===== src/rtl/ring_pkg.sv =====
// Shared types for the PtRing ring stop: flit layout, route and ring-out owner states.
package ring_pkg;

  localparam int DAT_W_DEF = 32;
  localparam int ID_W_DEF  = 4;

  typedef struct packed {
    logic                head;
    logic                tail;
    logic [ID_W_DEF-1:0] dst;
    logic [DAT_W_DEF-1:0] payload;
  } flit_t;

  typedef enum logic [1:0] {
    RIN_IDLE = 2'd0,
    RIN_FWD  = 2'd1,
    RIN_EJ   = 2'd2
  } route_e;

  typedef enum logic [1:0] {
    OWN_IDLE = 2'd0,
    OWN_THRU = 2'd1,
    OWN_INJ  = 2'd2
  } owner_e;

  function automatic int flit_w(input int dat_w, input int id_w);
    return dat_w + id_w + 2;
  endfunction

endpackage


===== src/rtl/ring_out_arb.sv =====
// Ring-out link owner: arbitrates through traffic vs. injection with packet locking and
// an anti-starvation counter that lets injection win after STARVE_MAX waiting cycles.
module ring_out_arb
  import ring_pkg::*;
#(
  parameter int STARVE_MAX = 8
) (
  input  logic clk,
  input  logic rst,
  input  logic thru_req,
  input  logic thru_tail,
  input  logic inj_req,
  input  logic inj_tail,
  input  logic out_ful,
  output logic thru_go,
  output logic inj_go
);

  localparam logic [7:0] SMAX = 8'(STARVE_MAX);

  // Valid/ready: a source moves a flit only when its req is high and out_ful is low;
  // *_go is the combined transfer strobe and doubles as that source's FIFO pop.
  owner_e     owner, owner_nxt;
  logic [7:0] starve_cnt, starve_nxt;

  always_ff @(posedge clk) begin
    if (!rst) begin
      owner      <= OWN_IDLE;
      starve_cnt <= 8'd0;
    end else begin
      owner      <= owner_nxt;
      starve_cnt <= starve_nxt;
    end
  end

  always_comb begin
    thru_go    = 1'b0;
    inj_go     = 1'b0;
    owner_nxt  = owner;
    starve_nxt = starve_cnt;
    case (owner)
      OWN_IDLE: begin
        if (!out_ful) begin
          if (inj_req && (!thru_req || starve_cnt == SMAX)) inj_go = 1'b1;
          else if (thru_req)                                thru_go = 1'b1;
        end
        if (thru_go && !thru_tail) owner_nxt = OWN_THRU;
        if (inj_go && !inj_tail)   owner_nxt = OWN_INJ;
      end
      OWN_THRU: begin
        thru_go = thru_req && !out_ful;
        if (thru_go && thru_tail) owner_nxt = OWN_IDLE;
      end
      OWN_INJ: begin
        inj_go = inj_req && !out_ful;
        if (inj_go && inj_tail) owner_nxt = OWN_IDLE;
      end
      default: owner_nxt = OWN_IDLE;
    endcase
    // Only an inject head (owner not INJ) waits or is granted for starvation purposes.
    if (inj_go && owner == OWN_IDLE)
      starve_nxt = 8'd0;
    else if (inj_req && !inj_go && owner != OWN_INJ && starve_cnt != SMAX)
      starve_nxt = starve_cnt + 8'd1;
  end

endmodule


===== src/rtl/ring_stop_arb.sv =====
// PtRing ring stop: decodes/locks the ring-in route, ejects local traffic and merges
// through traffic with injection onto ring-out, all with zero latency.
module ring_stop_arb
  import ring_pkg::*;
#(
  parameter  int DAT_W      = 32,
  parameter  int ID_W       = 4,
  parameter  int NODE_ID    = 0,
  parameter  int STARVE_MAX = 8,
  localparam int FLIT_W     = flit_w(DAT_W, ID_W)
) (
  input  logic              clk,
  input  logic              rst,
  input  logic              iRingEmpty,
  input  logic [FLIT_W-1:0] iRingDat,
  output logic              oRingRdEn,
  input  logic              iInjEmpty,
  input  logic [FLIT_W-1:0] iInjDat,
  output logic              oInjRdEn,
  input  logic              iOutFul,
  output logic              oOutWrEn,
  output logic [FLIT_W-1:0] oOutWrDat,
  input  logic              iEjFul,
  output logic              oEjWrEn,
  output logic [FLIT_W-1:0] oEjWrDat,
  output logic              oLoopErr
);

  localparam logic [ID_W-1:0] MY_ID = ID_W'(NODE_ID);

  logic            ring_tail, inj_head, inj_tail;
  logic [ID_W-1:0] ring_dst, inj_dst;
  route_e          route, route_sel;
  logic            ej_pop, thru_req, inj_req, thru_go, inj_go;

  assign ring_tail = iRingDat[FLIT_W-2];
  assign ring_dst  = iRingDat[DAT_W +: ID_W];
  assign inj_head  = iInjDat[FLIT_W-1];
  assign inj_tail  = iInjDat[FLIT_W-2];
  assign inj_dst   = iInjDat[DAT_W +: ID_W];

  // An idle route is decided by the current head; a locked route holds until the tail moves.
  always_comb begin
    route_sel = route;
    if (route == RIN_IDLE) route_sel = (ring_dst == MY_ID) ? RIN_EJ : RIN_FWD;
  end

  // Every request is qualified by rst so nothing moves during the reset cycle.
  assign ej_pop   = rst && !iRingEmpty && (route_sel == RIN_EJ) && !iEjFul;
  assign thru_req = rst && !iRingEmpty && (route_sel == RIN_FWD);
  assign inj_req  = rst && !iInjEmpty;

  ring_out_arb #(
    .STARVE_MAX(STARVE_MAX)
  ) u_out_arb (
    .clk      (clk),
    .rst      (rst),
    .thru_req (thru_req),
    .thru_tail(ring_tail),
    .inj_req  (inj_req),
    .inj_tail (inj_tail),
    .out_ful  (iOutFul),
    .thru_go  (thru_go),
    .inj_go   (inj_go)
  );

  always_ff @(posedge clk) begin
    if (!rst)           route <= RIN_IDLE;
    else if (oRingRdEn) route <= ring_tail ? RIN_IDLE : route_sel;
  end

  assign oRingRdEn = ej_pop || thru_go;
  assign oInjRdEn  = inj_go;
  assign oEjWrEn   = ej_pop;
  assign oEjWrDat  = ej_pop ? iRingDat : '0;
  assign oOutWrEn  = thru_go || inj_go;
  assign oOutWrDat = thru_go ? iRingDat : (inj_go ? iInjDat : '0);
  assign oLoopErr  = inj_go && inj_head && (inj_dst == MY_ID);

endmodule


===== config.mk =====
export PLATFORM = sky130hd
export DESIGN_NAME = ring_stop_arb
export DESIGN_NICKNAME = d
export VERILOG_FILES = /design/src/rtl/ring_pkg.sv /design/src/rtl/ring_out_arb.sv /design/src/rtl/ring_stop_arb.sv
export SDC_FILE = /design/constraint.sdc
export NUM_CORES = 1
export LEC_CHECK = 0
export BUFFER_PORTS_ARGS = -buffer_cell sky130_fd_sc_hd__buf_2
export CAP_MARGIN = 5
export CORE_UTILIZATION = 31
export CTS_BUF_LIST = sky130_fd_sc_hd__clkbuf_16
export DETAILED_ROUTE_END_ITERATION = 12
export GPL_TIMING_DRIVEN = 1
export PLACE_DENSITY = 0.78
export SLEW_MARGIN = 25
export SYNTH_ARGS = -nofsm -noshare
export SYNTH_HDL_FRONTEND = slang
export SYNTH_SLANG_ARGS = --single-unit

===== constraint.sdc =====
create_clock -name clk -period 1.7 [get_ports clk]
set_input_delay 0 -clock clk [delete_from_list [all_inputs] [get_ports clk]]
set_output_delay 0 -clock clk [all_outputs]
set_load 0.005 [all_outputs]

# Word level (Yosys, flattened, before mapping)
# Cells that the tools add are included.
# Widths: inputs -> output; s select.
[totals]
regBits = 12
out_inout_bits = 81
[op_classes]
n_addsub = 1
n_eq_ne = 10
muxes = 20
bitwise_logic = 1
n_reduce_logical = 35
[op_table]
columns = ["operator", "count"]
rows = [
  ["$mux 38", 3],
  ["$logic_and 1x1->1", 18],
  ["$mux 2", 7],
  ["$add 8x1->8 const B", 1],
  ["$eq 8x4->1 const B", 1],
  ["$logic_not 1->1", 8],
  ["$logic_not 4->1", 2],
  ["$ne 8x4->1 const B", 1],
  ["$mux 1", 7],
  ["$pmux 2 s3", 1],
  ["$eq 2x1->1 const B", 2],
  ["$eq 2x2->1 const B", 2],
  ["$logic_not 2->1", 2],
  ["$ne 2x1->1 const B", 2],
  ["$pmux 1 s2", 2],
  ["$logic_or 1x1->1", 3],
  ["$ne 3x1->1 const B", 1],
  ["$reduce_and 3->1", 1],
  ["$ne 2x2->1 const B", 1],
  ["$reduce_or 2->1", 1],
  ["$not 1->1", 1],
]

# Depth between registers and ports, before layout
[logic_depth]
ltp_word = 16
ltp_mapped = 8

# By module
# From an unflattened synthesis, not the netlist that was laid out.
[hier_totals]
cells_unflattened = 189
hier_area_um2 = 1477.7
[by_module_without_submodules]
columns = ["mod", "n_inst", "cells_per_inst", "area_per_inst_um2", "seq_area_each_um2"]
rows = [
  ["ring_stop_arb", 1, 119, 854.6, 40.0],
  ["ring_out_arb", 1, 70, 623.1, 200.2],
]

# Worst setup path after synthesis
# Ideal clock, no wire load.
[synth_timing]
kind = "register to register"
from = "register route[0]"
to = "register route[1]"
arrival_time_ns = 1.796
required_time_ns = 1.621
slack_ns = -0.175
path_stages_with_launch = 7
cell_sequence = "dfxtp_1 -> or4_4 -> o21bai_4 -> nor4b_4 -> buf_4 -> a21oi_1 -> a211oi_2"
[synth_between]
elab_chain_len = 12
elab_cells_between_ends = 18
classes_between = "eq/ne: 2; mux: 7; reduce/logical: 9"
[synth_lines]
columns = ["element", "line", "source"]
rows = [
  ["start: declaration", "ring_stop_arb.sv:33", "route_e route, route_sel;"],
  ["start signal: assignment", "ring_stop_arb.sv:69", "else if (oRingRdEn) route <= ring_tail ? RIN_IDLE : route_sel;"],
  ["$logic_not 2->1", "ring_stop_arb.sv:45", "if (route == RIN_IDLE) route_sel = (ring_dst == MY_ID) ? RIN_EJ : RIN_FWD;"],
  ["$mux 2 (*)", "ring_stop_arb.sv:45", ""],
  ["$eq 2x1->1", "ring_stop_arb.sv:50", "assign thru_req = rst && !iRingEmpty && (route_sel == RIN_FWD);"],
  ["$logic_and 1x1->1", "ring_stop_arb.sv:50", ""],
  ["$logic_not 1->1", "ring_out_arb.sv:44", "if (inj_req && (!thru_req || starve_cnt == SMAX)) inj_go = 1'b1;"],
  ["$logic_or 1x1->1", "ring_out_arb.sv:44", ""],
  ["$logic_and 1x1->1", "ring_out_arb.sv:44", ""],
  ["$mux 1", "ring_out_arb.sv:44", ""],
  ["$mux 1", "ring_out_arb.sv:43", "if (!out_ful) begin"],
  ["$mux 1", "ring_out_arb.sv:41", "case (owner)"],
  ["$pmux 1 s2", "ring_out_arb.sv:41", ""],
  ["$logic_or 1x1->1", "ring_stop_arb.sv:72", "assign oRingRdEn = ej_pop || thru_go;"],
]
# Every way passes the cells marked *; elsewhere a longest branch is shown, timed or not. The select of a mux whose other input is x is not followed.
# A chain may end at the register's enable or synchronous reset.

# Final worst setup path
[layout_timing]
from = "register route[0]"
to = "output port oLoopErr"
[layout_between]
elab_chain_len = 13
[layout_lines]
columns = ["element", "line", "source"]
rows = [
  ["$logic_not 2->1", "ring_stop_arb.sv:45", ""],
  ["$mux 2 (*)", "ring_stop_arb.sv:45", ""],
  ["$eq 2x1->1 (*)", "ring_stop_arb.sv:50", ""],
  ["$logic_and 1x1->1 (*)", "ring_stop_arb.sv:50", ""],
  ["$logic_not 1->1 (*)", "ring_out_arb.sv:44", ""],
  ["$logic_or 1x1->1 (*)", "ring_out_arb.sv:44", ""],
  ["$logic_and 1x1->1 (*)", "ring_out_arb.sv:44", ""],
  ["$mux 1 (*)", "ring_out_arb.sv:44", ""],
  ["$mux 1 (*)", "ring_out_arb.sv:43", ""],
  ["$mux 1 (*)", "ring_out_arb.sv:41", ""],
  ["$pmux 1 s2 (*)", "ring_out_arb.sv:41", ""],
  ["$logic_and 1x1->1 (*) (2 in series)", "ring_stop_arb.sv:78", "assign oLoopErr = inj_go && inj_head && (inj_dst == MY_ID);"],
  ["end: declaration", "ring_stop_arb.sv:26", "output logic oLoopErr"],
]
# Marks and branches as above.

==> results.py <==
metrics = {
    "outcome": {
        "outcome": "finished with violations",
        "violations": "setup timing",
    },
    "pwr": {
        "vdd_drop_max_uv": 250,
        "powerDensity_mw_per_mm2": 379,
        "p_leak_nw": 1.68,
    },
    "synth": {
        "synth_cell_types": 40,
        "syn_nets": 267,
        "synthFlopType": "dfxtp_1",
        "yosysWarnings": 0,
        "synth_edf_count": 0,
        "synth_top_area_share_pct": 22.7,
        "synthCells": 183,
        "ys_seq_area_share_pct": 16.8,
        "synth_area_mm2": 0.00143,
        "yosys.area.top_type": "a22o_1",
        "async_flop_share_pct": 0,
        "synth_seq_cells": 12,
        "synth_area_per_cell_um2": 7.81,
        "yosys-top-cells-area": "a22o_1 23%, dfxtp_1 17%, and2_1 17%",
    },
    "clock_network": {
        "cts_max_level": 1,
        "cts_sinks": 12,
        "clock_latency_ps": 250,
        "cts.clk_slew.worst_paths_ps": 50,
        "cts_tree": "yes",
        "cts.path.max_buffers": 2,
        "cts_buffers": 3,
        "cts_root_buf": "clkbuf_16",
    },
    "sta": {
        "fin_crit_sh_pct": 125,
        "hold_viol_final": 0,
        "finalSetupTns_ps": -29130,
        "slew_viol_final": 0,
        "finClkSkew_ps": 3.40,
        "setup_viol": 93,
        "rsz0062_at_grt": "true",
        "worst_slew_pin_slew_ps": 625,
        "max_freq_ghz": 0.472,
        "setup_ws_ps": -417,
        "maxSlewHeadroom_pct": 57.9,
        "fin_crit_ps": 2120,
    },
    "worst_setup_path": {
        "path_class": "reg2out",
        "critPathRequiredTime_ps": 1700,
        "path_max_fanout": 8,
        "crit_arrival_ps": 2120,
        "r2r_slack_ps": -240,
        "worstSetupStartpointType": "flip-flop",
        "end_kind": "output port",
    },
    "cells_and_area": {
        "multiInputGateArea_mm2": 0.00122,
        "fin_util_pct": 73.2,
        "drive_gt1_share_pct": 65.0,
        "regArea_um2": 245,
        "fin_nets": 471,
        "synthToLayoutAreaGrowth_pct": 124,
        "fill_cells": 324,
        "n_antenna_cell": 0,
    },
    "floorplan": {
        "die_area_mm2": 0.00489,
        "fp.dieW_um": 69.9,
        "start_util_pct": 32.6,
        "placementRows": 24,
        "core-area_mm2": 0.00438,
        "ios": 163,
        "die_y_um": 69.9,
    },
    "route": {
        "vias_per_cell": 5.36,
        "via_count": 2348,
        "first_pass_iters": 4,
        "drt_iter0_drc": 192,
        "wl_per_cell_um": 18.0,
        "drc": 0,
        "drtAntennaViolNets": 0,
        "wl_um": 7870,
    },
    "grt": {
        "grt_first_pass_wirelength_um": 10800,
        "grt_pass1_vias": 2143,
        "grt_max_degree": 23,
        "overflow": 0,
        "antenna_found_initial": 0,
        "grtUsageTotal_pct": 28.2,
    },
    "placement": {
        "port_buffers": 162,
        "dp_hpwl_um": 5090,
        "pre_cts_ws_ps": -153,
        "place_congestion": 0.813,
    },
    "flow_run": {
        "maxCapViolCount": 0,
    },
    "worst_hold_path": {
        "holdCritPathClass": "in2reg",
    },
}
## repair_timing
action | CTS | global route
cloned | 5 | 7
hold buffers | 1 | 0
endpoints found under the setup margin | 84 | 93
hold endpoints to repair | 1 | 0
gates resized for setup | 38 | 34
pin swaps | 27 | 30
setup buffers | 7 | 7
## per-stage QoR
step	power (mW)	cell area, µm²	std cells	hold WS, ps
finish	1.22	3210	438	51.3
global placement	0.652	2480	409	253
detailed placement	0.655	2480	409	267
global route	1.27	3210	438	46.4
CTS	1.14	2860	426	23.0
floorplan	0.432	1440	183	81.9
## synth_stat cells, types with 3 or more instances
cell type	count
and2_1	38
a22o_1	37
nor2_1	13
dfxtp_1	12
a21oi_1	7
xnor2_1	7
clkbuf_1	6
inv_1	5
nor3_1	5
a211oi_1	4
buf_2	4
and3_1	3
nand2_1	3
nand2b_1	3
nand3_1	3
## registers in the layout, indices dropped and copies added, names as in the netlist
signal and count:
u_out_arb.starve_cnt 8, route 2, u_out_arb.owner 2
## where the power goes
part           internal, mW  switching [mW]
clock network         0.312           0.142
registers             0.289         0.00675
logic                 0.262           0.205
total                 0.863           0.353
## worst max-delay path: stages (launching register included)
cell,delay (ps)
dfxtp_2,310
or4_4,440
o21bai_4,210
buf_4,150
o31a_1,180
buf_12,170
buf_12,130
and3_4,180
buf_6,100
## logic make-up after synthesis
| kind of cell | Yosys count | synth area share (%) |
|---|---|---|
| compound gates | 60 | 35.6 |
| xor+xnor | 7 | 4.29 |
| fa+ha+maj | 2 | 1.75 |
| buf+inv | 18 | 5.34 |
| flops | 12 | 16.8 |
| mux | 2 | 1.40 |
| simple gates | 82 | 34.8 |
## layer usage
layer  wire length [µm]  global-route usage (%)
met5                  0                       0
met1               3030                    32.7
met4                192                    12.2
met3                521                    5.63
met2               4130                    49.9
## cells in the final DEF, fill, tap and decap left out, drive strengths merged, types with 5 or more instances in the layout
master	count
buf	206
nor2	13
nor3	5
dfxtp	12
a22o	37
clkbuf	8
inv	5
xnor2	7
a21oi	7
a211oi	5
and2	38
## path summary, 6_finish.rpt
check            from        to  cells past startpoint
min               rst  route[0]                      3
max          route[0]  oLoopErr                      8
min reg2reg  route[1]  route[1]                      2
max reg2reg  route[0]  route[1]                      8
## final cells by class
class	count	share of cell area, %
inverter	5	0.585
clock inverter	1	0.117
timing repair buffer	212	49.2
sequential	12	7.64
tap	52	2.03
clock buffer	3	2.34
multi-input combinational	153	38.1
Power figures use the tool's default switching activity.
